[src/rtl/mem_arbiter.sv]
// Single-port memory arbiter: IF fetch and MEM load/store share one fixed-latency memory.
// Data has priority; a saturating grant counter lets a waiting fetch in after MAX_DGRANT data grants.
module mem_arbiter #(
    parameter int ADDR_W     = 32,
    parameter int DATA_W     = 32,
    parameter int MEM_LAT    = 2,
    parameter int MAX_DGRANT = 4
) (
    input  logic                clk,
    input  logic                rst,
    input  logic                if_req,
    input  logic [ADDR_W-1:0]   if_addr,
    output logic                if_ack,
    output logic [DATA_W-1:0]   if_rdata,
    input  logic                dm_req,
    input  logic                dm_we,
    input  logic [DATA_W/8-1:0] dm_be,
    input  logic [ADDR_W-1:0]   dm_addr,
    input  logic [DATA_W-1:0]   dm_wdata,
    output logic                dm_ack,
    output logic [DATA_W-1:0]   dm_rdata,
    output logic                mem_en,
    output logic                mem_we,
    output logic [DATA_W/8-1:0] mem_be,
    output logic [ADDR_W-1:0]   mem_addr,
    output logic [DATA_W-1:0]   mem_wdata,
    input  logic [DATA_W-1:0]   mem_rdata,
    output logic                stall_if,
    output logic                stall_dm,
    output logic [1:0]          dbg_state
);

    // Handshake: a requester holds req and its operands stable until a one-cycle ack;
    // ack means the access is complete and rdata is valid in that same cycle.
    typedef enum logic [1:0] {
        IDLE = 2'd0,
        CMD  = 2'd1,
        WAIT = 2'd2,
        RESP = 2'd3
    } state_t;

    localparam logic [3:0] LAT  = 4'(MEM_LAT);
    localparam logic [3:0] MAXD = 4'(MAX_DGRANT);

    state_t     state, state_nxt;
    logic [3:0] lat_cnt;
    logic [3:0] dcnt;
    logic       gnt_dm;
    logic       grant_dm, grant_if;

    always_comb begin
        state_nxt = state;
        grant_dm  = 1'b0;
        grant_if  = 1'b0;
        case (state)
            IDLE: begin
                if (dm_req && !(if_req && dcnt == MAXD)) begin
                    grant_dm  = 1'b1;
                    state_nxt = CMD;
                end else if (if_req) begin
                    grant_if  = 1'b1;
                    state_nxt = CMD;
                end
            end
            CMD:     state_nxt = WAIT;
            WAIT:    if (lat_cnt == 4'd1) state_nxt = RESP;
            RESP:    state_nxt = IDLE;
            default: state_nxt = IDLE;
        endcase
    end

    always_ff @(posedge clk or negedge rst) begin
        if (!rst) begin
            state     <= IDLE;
            lat_cnt   <= '0;
            dcnt      <= '0;
            gnt_dm    <= 1'b0;
            mem_en    <= 1'b0;
            mem_we    <= 1'b0;
            mem_be    <= '0;
            mem_addr  <= '0;
            mem_wdata <= '0;
            if_ack    <= 1'b0;
            dm_ack    <= 1'b0;
            if_rdata  <= '0;
            dm_rdata  <= '0;
        end else begin
            state  <= state_nxt;
            mem_en <= 1'b0;
            if_ack <= 1'b0;
            dm_ack <= 1'b0;

            if (grant_dm) begin
                mem_en    <= 1'b1;
                mem_we    <= dm_we;
                mem_be    <= dm_be;
                mem_addr  <= dm_addr;
                mem_wdata <= dm_wdata;
                gnt_dm    <= 1'b1;
                // Only data grants that overtake a waiting fetch count toward the limit.
                if (if_req) dcnt <= (dcnt == MAXD) ? MAXD : dcnt + 4'd1;
                else        dcnt <= '0;
            end

            if (grant_if) begin
                mem_en    <= 1'b1;
                mem_we    <= 1'b0;
                mem_be    <= '1;
                mem_addr  <= if_addr;
                mem_wdata <= '0;
                gnt_dm    <= 1'b0;
                dcnt      <= '0;
            end

            if (state == CMD) lat_cnt <= LAT;

            if (state == WAIT) begin
                if (lat_cnt == 4'd1) begin
                    if (gnt_dm) begin
                        if (!mem_we) dm_rdata <= mem_rdata;
                        dm_ack <= 1'b1;
                    end else begin
                        if_rdata <= mem_rdata;
                        if_ack   <= 1'b1;
                    end
                end else begin
                    lat_cnt <= lat_cnt - 4'd1;
                end
            end
        end
    end

    assign stall_if  = if_req & ~if_ack;
    assign stall_dm  = dm_req & ~dm_ack;
    assign dbg_state = state;

endmodule

[config.mk]
export PLATFORM = sky130hd
export DESIGN_NAME = mem_arbiter
export DESIGN_NICKNAME = d
export VERILOG_FILES = /design/src/rtl/mem_arbiter.sv
export SDC_FILE = /design/constraint.sdc
export NUM_CORES = 1
export LEC_CHECK = 0
export CAP_MARGIN = 20
export CORE_UTILIZATION = 45
export DETAILED_ROUTE_END_ITERATION = 10
export PLACE_DENSITY_LB_ADDON = 0.05
export REMOVE_ABC_BUFFERS = 1
export SLEW_MARGIN = 20
export SYNTH_ARGS = -nofsm -noshare
export SYNTH_HDL_FRONTEND = slang
export SYNTH_SLANG_ARGS = --single-unit
[constraint.sdc]
create_clock -name clk -period 6.1 [get_ports clk]
set_input_delay 1.525 -clock clk [delete_from_list [all_inputs] [get_ports clk]]
set_output_delay 1.525 -clock clk [all_outputs]
set_load 0.02 [all_outputs]
* Word level (Yosys, flattened, before mapping)
Index checks and enable logic that the tools add are counted.
W data, S select, Z words.
** Storage, ports and cells
- Register bits :: 147
- Bits in latches :: 0
- RAM bits :: 0
- ROM bits :: 0
- Input bits :: 137
- Output and inout bits :: 140
- Logic and storage cells :: 70
- Memories kept :: 0
** Cells by class
- Add/subtract/negate cells :: 2
- $mul :: 0
- Div/mod/pow operators :: 0
- Magnitude comparators :: 0
- Eq/ne operators :: 7
- Shift-type cells :: 0
- Multiplexer cells :: 34
- Bitwise operators :: 6
- Reductions and logical operators :: 8
** Operators by type and width (number)
- $mux W32 :: 4
- $mux W4 :: 9
- $mux W1 :: 17
- $pmux W2 S4 :: 1
- $mux W2 :: 3
- $add A4 B1 Y4 const B :: 1
- $eq A2 B2 Y1 const B :: 2
- $eq A4 B1 Y1 const B :: 1
- $eq A4 B3 Y1 const B :: 1
- $not A1 Y1 :: 4
- $reduce_and A4 Y1 :: 1
- $sub A4 B1 Y4 const B :: 1
- $ne A3 B3 Y1 const B :: 1
- $reduce_and A3 Y1 :: 1
- $and A1 B1 Y1 :: 2
- $eq A2 B1 Y1 const B :: 1
- $logic_and A1 B1 Y1 :: 2
- $logic_not A2 Y1 :: 1
- $ne A2 B2 Y1 const B :: 1
- $reduce_and A2 Y1 :: 1
- $reduce_bool A2 Y1 :: 1
- $logic_not A1 Y1 :: 1

* Longest topological paths before layout
Gate-level depths: netlist of run 1.
- Word-level depth :: 8
- Mapped depth :: 8
- Depth with buffers taken out :: 5

* Least setup slack after synthesis of run 1
No wires, ideal clock.
- Path type :: input -> output
- Start :: input port dm_req
- End :: output port stall_dm
- Data arrival time :: 2.434 ns
- Required time :: 4.575 ns
- Slack :: 2.141 ns
- Stages :: 3
- Path buffers :: 2
- Cells stage by stage :: clkbuf_1 -> clkbuf_1 -> nor2b_1
** On the way
- Longest elaborated chain between the ends :: 1
** RTL lines
- start, declared :: line 15 : input logic dm_req,
- $and A1 B1 Y1 :: line 134 : assign stall_dm = dm_req & ~dm_ack;
- end, declared :: line 29 : output logic stall_dm,
Every way passes these cells.

* Worst setup path after layout of run 1
- Start :: input port if_req
- End :: output port stall_if
** On the way
- Longest elaborated chain between the ends :: 1
** RTL lines
- start, declared :: line 11 : input logic if_req,
- $and A1 B1 Y1 :: line 133 : assign stall_if = if_req & ~if_ack;
- end, declared :: line 28 : output logic stall_if,
Every way passes these cells.

==> results.json, run 1 <==
{
  "finalInstanceArea_um2": 9680,
  "area_growth_syn_to_layout_pct": 56.9,
  "grt_max_degree": 105,
  "yosys_register_bits": 147,
  "tritoncts": "built",
  "post-cts-setup-buffers": 0,
  "num_vias": 4751,
  "leakage_uw": 0.00421,
  "slew_violations": 0,
  "antenna_left": 0,
  "cp.required_ns": 4.58,
  "netlist.top_cell.by_area": "dfrtp_1",
  "crit_slowest_cell": "clkdlybuf4s50_1",
  "wl_per_cell_um": 20.1,
  "startpoint_type": "input pin",
  "routed_wl_um": 17500,
  "cp.arrival_ns": 3.01,
  "hpwl_um": 12300,
  "vias_per_cell": 5.47,
  "synth_top_area_share_pct": 59.6,
  "diodes": 0,
  "drive_gt1_share_pct": 16.6,
  "cts.clk_slew.worst_paths_ns": 0.06,
  "syn_inst": 413,
  "setup_tns_ns": 0,
  "num_io_pins": 277,
  "timing.fmax_ghz": 0.221,
  "setup_viol": 0,
  "crit_chain": "clkdlybuf4s50_1 -> inv_2 -> nor2_1 -> clkdlybuf4s50_1",
  "dr.pass1.iters": 4,
  "synth_area_um2": 6170,
  "path_max_fanout": 6,
  "critPathKind": "in2out",
  "clock-sinks": 147,
  "grt_pass1_vias": 4984,
  "core_region_area_um2": 13300,
  "die_h_um": 119,
  "tightest_slew_ns": 1.09,
  "io_buffers": 276,
  "nets": 825,
  "grt.total_usage_pct": 25.6,
  "placed_area_um2": 9060,
  "clockBufferDepth": 2,
  "period_share_pct": 74.3,
  "end_kind": "output port",
  "maxCapViolations": 0,
  "std_cell_rows": 42,
  "slew_headroom_pct": 27.6,
  "cpPeakStageDelay_ns": 0.65,
  "yosys.cell_types.count": 39,
  "antenna_found_initial": 0,
  "outcome": "completed",
  "grt_overflow_total": 0,
  "seq_area_frac_synth_pct": 59.6,
  "hold_path_depth": 1,
  "grt_pass1_wl_um": 27600,
  "synthTopCellsByArea": "dfrtp_1 60%, mux2_4 7.3%, mux2_2 6.4%",
  "fp.dieW_um": 119,
  "ir_drop_uv": 259,
  "skew_ns": 0.00708,
  "rsz0062_at_grt": "no",
  "start_util_pct": 46.4,
  "hold_class": "reg2reg",
  "hold_viol": 0,
  "root_buffer": "clkbuf_16",
  "reg2reg_depth": 6,
  "gp_congestion": 0.762,
  "dieArea_um2": 14200,
  "fillers": 925,
  "htree_levels": 4,
  "cts_hold_buf": 0,
  "route.detailed.drc": 0,
  "min_period_ns": 4.53,
  "numCtsBuffers": 17,
  "post_cts_resized": 0,
  "yosysWarnings": 0,
  "crit_path_frequent_cell": "clkdlybuf4s50_1",
  "powerDensity_nw_per_um2": 547,
  "clkLatencyLatePin_ns": 0.42,
  "drt_iter0_drc": 230,
  "syn_avg_cell_area_um2": 14.9
}
through the flow:
stage	setup slack, ns	total power, uW	utilization (%)	hold slack (ns)	instances
final	1.57	5290	72.8	0.503	869
after global routing	1.50	5540	72.8	0.515	869
after CTS	1.56	5340	72.8	0.508	869
after detailed placement	1.56	4230	68.2	0.490	837
after global placement	1.56	4150	68.0	0.488	836
after floorplan	1.38	2970	-	0.488	375
sequential cells by signal (all words and copies together), names as in the netlist, 2 cells and up:
signal	flops
if_rdata	32
dm_rdata	32
mem_wdata	32
mem_addr	32
lat_cnt	4
mem_be	4
dbg_state	2
dcnt	4
cell usage in the layout, fill, tap and decap left out, drive strengths merged, types with 3 or more instances in the layout:
master	Yosys	routed
bufinv	0	3
o2111a	32	32
o21ai	6	6
dfrtp	147	147
inv	9	9
clkdlybuf4s50	0	275
a221o	32	32
clkbuf	28	22
clkinv	0	6
mux2i	3	3
nor2b	3	3
buf	10	11
mux2	65	65
ha	8	8
o22a	4	4
nand2	6	6
nor2	5	5
a22o	33	33
path summary, 6_finish.rpt:
kind / from / end / slack (ns)
min in group asynchronous: rst / dm_rdata[5] / 1.21
max in group asynchronous: rst / mem_wdata[1] / 3.73
max reg2reg: dbg_state[0] / if_rdata[21] / 3.51
max: if_req / stall_if / 1.57
min: if_rdata[30] / if_rdata[30] / 0.50
min reg2reg: if_rdata[30] / if_rdata[30] / 0.50
report_power, final:
part	internal (uW)	switching, uW	leakage, uW	total, uW
combinational	1330	1170	0.00208	2500
sequential	1430	282	0.00182	1710
clock	693	387	0.000311	1080
critical path, delay by kind of cell:
kind | cells | cell delay [ns]
buffers and inverters | 3 | 1.37
and+or+nand+nor | 1 | 0.11
kinds of logic (layout without fill, tap and decap cells):
| kind of cell | Yosys count | count (layout) | share of synthesized area, % |
|---|---|---|---|
| flops | 147 | 147 | 59.6 |
| compound gates | 118 | 118 | 18.2 |
| mux | 68 | 68 | 14.2 |
| buf+inv | 47 | 327 | 3.97 |
| simple gates | 25 | 25 | 2.43 |
| fa+ha+maj | 8 | 8 | 1.62 |
metal layers:
layer  vias up  routed length (um)  track usage (%)
met5         -                   0                0
met4         0                 402             10.4
met3        29                1420             7.52
met2       214                8500             41.6
met1      2360                7160             31.9
li1       2148                   -                -
final cells by class:
| type | instances | area (um2) | area share [%] |
|---|---|---|---|
| sequential | 147 | 3680 | 38.0 |
| timing repair buffer | 286 | 2860 | 29.5 |
| multi-input combinational | 219 | 2270 | 23.4 |
| clock buffer | 22 | 494 | 5.10 |
| tap | 176 | 220 | 2.27 |
| clock inverter | 10 | 128 | 1.32 |
| inverter | 9 | 33.8 | 0.349 |
cells in the mapped netlist (all sizes together):
| master | instances |
|---|---|
| o31a | 1 |
| nand3b | 1 |
| nand2b | 2 |
| or4 | 1 |
| mux2i | 3 |
| o2111a | 32 |
| o31ai | 2 |
| nor3b | 1 |
| o211a | 1 |
| nor4 | 2 |
| clkbuf | 28 |
| mux2 | 65 |
| inv | 9 |
| a22o | 33 |
| o32a | 1 |
| nand3 | 2 |
| o21ai | 6 |
| o22a | 4 |
| o211ai | 1 |
| nor2b | 3 |
| or4b | 1 |
| a21oi | 2 |
| a32o | 2 |
| nand2 | 6 |
| nor2 | 5 |
| dfrtp | 147 |
| ha | 8 |
| o22ai | 1 |
| a221o | 32 |
| or3b | 1 |
| buf | 10 |
(Power assumes the default switching activity.)
==> run 2, diff against run 1 <==
- CORE_UTILIZATION: 45 -> 42
- clock period: 6.1 -> 4.5 ns (I/O delays scaled with it)
==> run 2 against run 1 <==
Sequential cell count stayed put. Final cell count is 0.35% higher. Clock power is 26% higher. Critical path type unchanged. Largest cell class unchanged. Largest power group unchanged.
==> results.json, run 2 (same netlist as run 1, synthesis figures left out) <==
{
  "seqPwrFrac_pct": 32.8,
  "outcome": "completed",
  "placed_area_um2": 9050,
  "hold_path_depth": 1,
  "min_from": "if_rdata[21]",
  "setup_tns_ns": 0,
  "powerDensity_nw_per_um2": 730,
  "cp.arrival_ns": 2.60,
  "nets": 826,
  "dr.pass1.iters": 4,
  "finalInstanceArea_um2": 9630,
  "leakage_uw": 0.00418,
  "min_period_ns": 3.73,
  "diodes": 0,
  "critPathKind": "in2out",
  "cts.clk_slew.worst_paths_ns": 0.05,
  "tritoncts": "built",
  "core_region_area_um2": 14100,
  "die_h_um": 123,
  "setup_viol": 0,
  "skew_ns": 0.00680,
  "min_to": "if_rdata[21]",
  "period_share_pct": 82.8,
  "routed_wl_um": 17400,
  "tightest_slew_ns": 0.878,
  "io_buffers": 276,
  "dieArea_um2": 15200,
  "hold_class": "reg2reg",
  "grt.total_usage_pct": 23.6,
  "mostFrequentLayoutCells": "275 x clkdlybuf4s50_1, 147 x dfrtp_1, 35 x mux2_2",
  "gp_congestion": 0.772,
  "antenna_left": 0,
  "path_max_fanout": 6,
  "fillers": 1016,
  "num_vias": 4717,
  "cp.required_ns": 3.38,
  "grt_pass1_wl_um": 26700,
  "pwr-share-comb_pct": 47.8,
  "ir_drop_uv": 342,
  "timing.rr.end": "dm_rdata[18]",
  "maxCapViolations": 0,
  "post-cts-setup-buffers": 0,
  "startpoint_type": "input pin",
  "route.detailed.drc": 0,
  "hpwl_um": 12100,
  "vias_per_cell": 5.41,
  "num_io_pins": 277,
  "fp.dieW_um": 123,
  "post_cts_resized": 0,
  "regToRegSetupSlack_ns": 1.74,
  "timing.fmax_ghz": 0.268,
  "wl_per_cell_um": 19.9,
  "antenna_found_initial": 0,
  "clkPwrFrac_pct": 19.4,
  "clkLatencyLatePin_ns": 0.41,
  "worstReg2RegStart": "dbg_state[0]",
  "end_kind": "output port",
  "rsz0062_at_grt": "no",
  "hold_viol": 0,
  "layout_commonest_cell": "clkdlybuf4s50_1",
  "clockBufferDepth": 2,
  "drt_iter0_drc": 266,
  "reg2reg_depth": 6,
  "swShare_pct": 34.9,
  "slew_headroom_pct": 41.5,
  "slew_violations": 0,
  "p_int_uw": 4580,
  "grt_max_degree": 115,
  "cts_hold_buf": 0,
  "grt_pass1_vias": 4887,
  "area_growth_syn_to_layout_pct": 56.1,
  "power_switching_uw": 2450,
  "clock-sinks": 147,
  "root_buffer": "clkbuf_16",
  "start_util_pct": 43.8,
  "numCtsBuffers": 17,
  "grt_overflow_total": 0,
  "std_cell_rows": 43,
  "drive_gt1_share_pct": 16.0,
  "htree_levels": 4
}
## run 2: cell count changes in the layout (fill, tap and decap cells not counted), sizes merged
cell,previous run,this run
clkinv,6,1
clkbuf,22,28
bufinv,3,1
## run 2: how the worst max path moves through the flow
stage,end,depth (start not counted),slack (ns),startpoint
2_1_floorplan,mem_be[0],3,0.18,if_req
3_3_place_gp,stall_if,4,0.78,if_req
3_5_place_dp,stall_if,4,0.77,if_req
4_1_cts,stall_if,4,0.77,if_req
5_1_grt,stall_if,4,0.71,if_req
6_report,stall_if,4,0.77,if_req
## run 2: final cells by class
| type | instances | area [um2] | area share, % |
|---|---|---|---|
| multi-input cells | 219 | 2270 | 23.6 |
| inverters | 9 | 33.8 | 0.351 |
| clock inverters | 3 | 42.5 | 0.442 |
| clock buffers | 27 | 533 | 5.53 |
| repair buffers | 287 | 2850 | 29.6 |
| flip-flops and latches | 147 | 3680 | 38.2 |
| well taps | 180 | 225 | 2.34 |
## run 2: power groups by stage
stage	registers [uW]	logic, uW	clock network, uW
floorplan	2980	1050	0
global placement	2300	3320	0
detailed placement	2310	3390	0
CTS	2310	3390	1400
global route	2390	3570	1460
finish	2310	3360	1360
## run 2: metrics by stage
step / setup WS [ns] / hold WS [ns] / power [uW] / utilization, % / cells
4_1_cts: 0.766 / 0.507 / 7100 / 68.3 / 872
2_1_floorplan: 0.183 / 0.488 / 4030 / - / 375
3_3_place_gp: 0.780 / 0.489 / 5630 / 64.2 / 842
3_5_place_dp: 0.773 / 0.490 / 5700 / 64.2 / 842
6_report: 0.772 / 0.504 / 7030 / 68.3 / 872
5_1_grt: 0.714 / 0.518 / 7420 / 68.3 / 872
## run 2: metal layers
layer / up-vias / track usage (%) / wire [um]
li1: 2138 / - / -
met1: 2354 / 28.9 / 7250
met2: 200 / 37.6 / 8290
met3: 25 / 9.78 / 1480
met4: 0 / 8.36 / 371
met5: - / 0 / 0
## run 2: critical path, stage by stage
cell,delay (ns)
clkdlybuf4s50_1,0.65
inv_2,0.08
nor2_1,0.10
clkdlybuf4s50_1,0.64
==> run 3, diff against run 2 <==
- CORE_UTILIZATION: 42 -> 38
- clock period: 4.5 -> 3.35 ns (I/O delays scaled with it)
==> run 3 against run 2 <==
Clock-buffer cell count shrank 9. Non-clock buffer count grew 3. Die area grew 10%. Clock power grew 32%. Largest cell class unchanged.
==> results.json, run 3 (same netlist as run 1, synthesis figures left out) <==
{
  "path_max_fanout": 2,
  "num_io_pins": 277,
  "nets": 829,
  "std_cell_rows": 46,
  "timing.fmax_ghz": 0.338,
  "layout_commonest_cell": "clkdlybuf4s50_1",
  "crit_chain": "clkdlybuf4s50_1 -> inv_2 -> nor2_1 -> clkdlybuf4s50_1",
  "startpoint_type": "input pin",
  "root_buffer": "clkbuf_16",
  "placed_area_um2": 9150,
  "swShare_pct": 36.3,
  "routed_wl_um": 17300,
  "cp.arrival_ns": 2.12,
  "numCtsBuffers": 17,
  "leakage_uw": 0.00419,
  "finalInstanceArea_um2": 9710,
  "slew_headroom_pct": 43.0,
  "fp.dieW_um": 129,
  "dp_cells": 881,
  "crit_slowest_cell": "clkdlybuf4s50_1",
  "start_util_pct": 38.8,
  "hold_viol": 0,
  "cts.clk_slew.worst_paths_ns": 0.06,
  "clockBufferDepth": 2,
  "fillers": 1273,
  "cpPeakStageDelay_ns": 0.65,
  "power.total_uw": 9420,
  "gp_congestion": 0.766,
  "grt_pass1_vias": 4932,
  "pwr-share-comb_pct": 48.2,
  "drive_gt1_share_pct": 17.1,
  "slew_violations": 0,
  "num_vias": 4692,
  "crit_path_frequent_cell": "clkdlybuf4s50_1",
  "clkLatencyLatePin_ns": 0.42,
  "outcome": "completed",
  "tightest_slew_ns": 0.854,
  "cts_hold_buf": 0,
  "post-cts-setup-buffers": 0,
  "wl_per_cell_um": 18.9,
  "tritoncts": "built",
  "dr.pass1.iters": 4,
  "end_kind": "output port",
  "hold_class": "in2async",
  "min_period_ns": 2.96,
  "antenna_found_initial": 0,
  "vias_per_cell": 5.13,
  "htree_levels": 4,
  "setup_slack_ns": 0.392,
  "clock-sinks": 147,
  "antenna_left": 0,
  "mostFrequentLayoutCells": "275 x clkdlybuf4s50_1, 147 x dfrtp_1, 35 x mux2_2",
  "ir_drop_uv": 395,
  "grt_max_degree": 91,
  "setup_viol": 0,
  "seqPwrFrac_pct": 32.8,
  "clkPwrFrac_pct": 19.0,
  "critPathKind": "in2out",
  "area_growth_syn_to_layout_pct": 57.4,
  "powerDensity_nw_per_um2": 970,
  "skew_ns": 0.00716,
  "grt.total_usage_pct": 21.1,
  "cp.required_ns": 2.51,
  "power_switching_uw": 3420,
  "hpwl_um": 12000,
  "die_h_um": 129,
  "route.detailed.drc": 0,
  "period_share_pct": 88.3,
  "core_region_area_um2": 15900,
  "place_ws_ns": 0.384,
  "post_cts_resized": 0,
  "dieArea_um2": 16800,
  "maxCapViolations": 0,
  "io_buffers": 276,
  "p_int_uw": 6000,
  "grt_overflow_total": 0,
  "setup_tns_ns": 0,
  "drt_iter0_drc": 226,
  "grt_pass1_wl_um": 26600,
  "layoutNonFillerInstCount": 914,
  "rsz0062_at_grt": "no"
}
## run 3: cell types whose count changed in the layout (fill, tap and decap cells not counted), moves of 2 or more
cell      change
inv_8         +2
inv_6         +5
clkbuf_1      -3
clkbuf_8      -7
clkinv_4      +4
buf_12        +2
## run 3: final timing paths
check	start	to	slack, ns	cells after the start
worst max-delay path	if_req	stall_if	0.39	4
worst min-delay path	rst	dm_rdata[17]	0.48	1
worst max register to register	dbg_state[0]	dm_rdata[5]	0.85	6
worst min register to register	mem_wdata[17]	mem_wdata[17]	0.50	1
max in group asynchronous	rst	if_rdata[5]	2.08	2
min in group clk	mem_wdata[17]	mem_wdata[17]	0.50	1
## run 3: layer usage
layer	routed length, um	global-route usage, %
met5	0	0
met4	241	6.57
met3	1760	9.08
met2	8200	34.3
met1	7090	25.4
## run 3: area by class of cell
type	instances	area (um2)	area share, %
sequential	147	3680	37.9
timing repair buffer	290	2890	29.8
multi-input combinational	219	2270	23.4
clock buffer	18	439	4.52
tap	216	270	2.78
clock inverter	14	121	1.25
inverter	9	33.8	0.348
antenna	1	2.50	0.0258
## run 3: per-stage QoR
step	utilization (%)	hold WS [ns]
floorplan	-	0.488
global route	61.1	0.513
finish	61.1	0.477
detailed placement	57.6	0.490
CTS	61.1	0.508
global placement	57.6	0.486
## run 3: critical path: cells and delay by family
kind | cells | cell delay, ns
simple gates | 1 | 0.09
buf+inv | 3 | 1.19
## run 3: power by group through the flow
stage | combinational, uW | sequential, uW | clock (uW)
after detailed placement | 4590 | 3110 | 0
after CTS | 4590 | 3100 | 1840
after global placement | 4510 | 3090 | 0
final | 4540 | 3090 | 1790
after global routing | 4820 | 3210 | 1900
after floorplan | 1400 | 4010 | 0
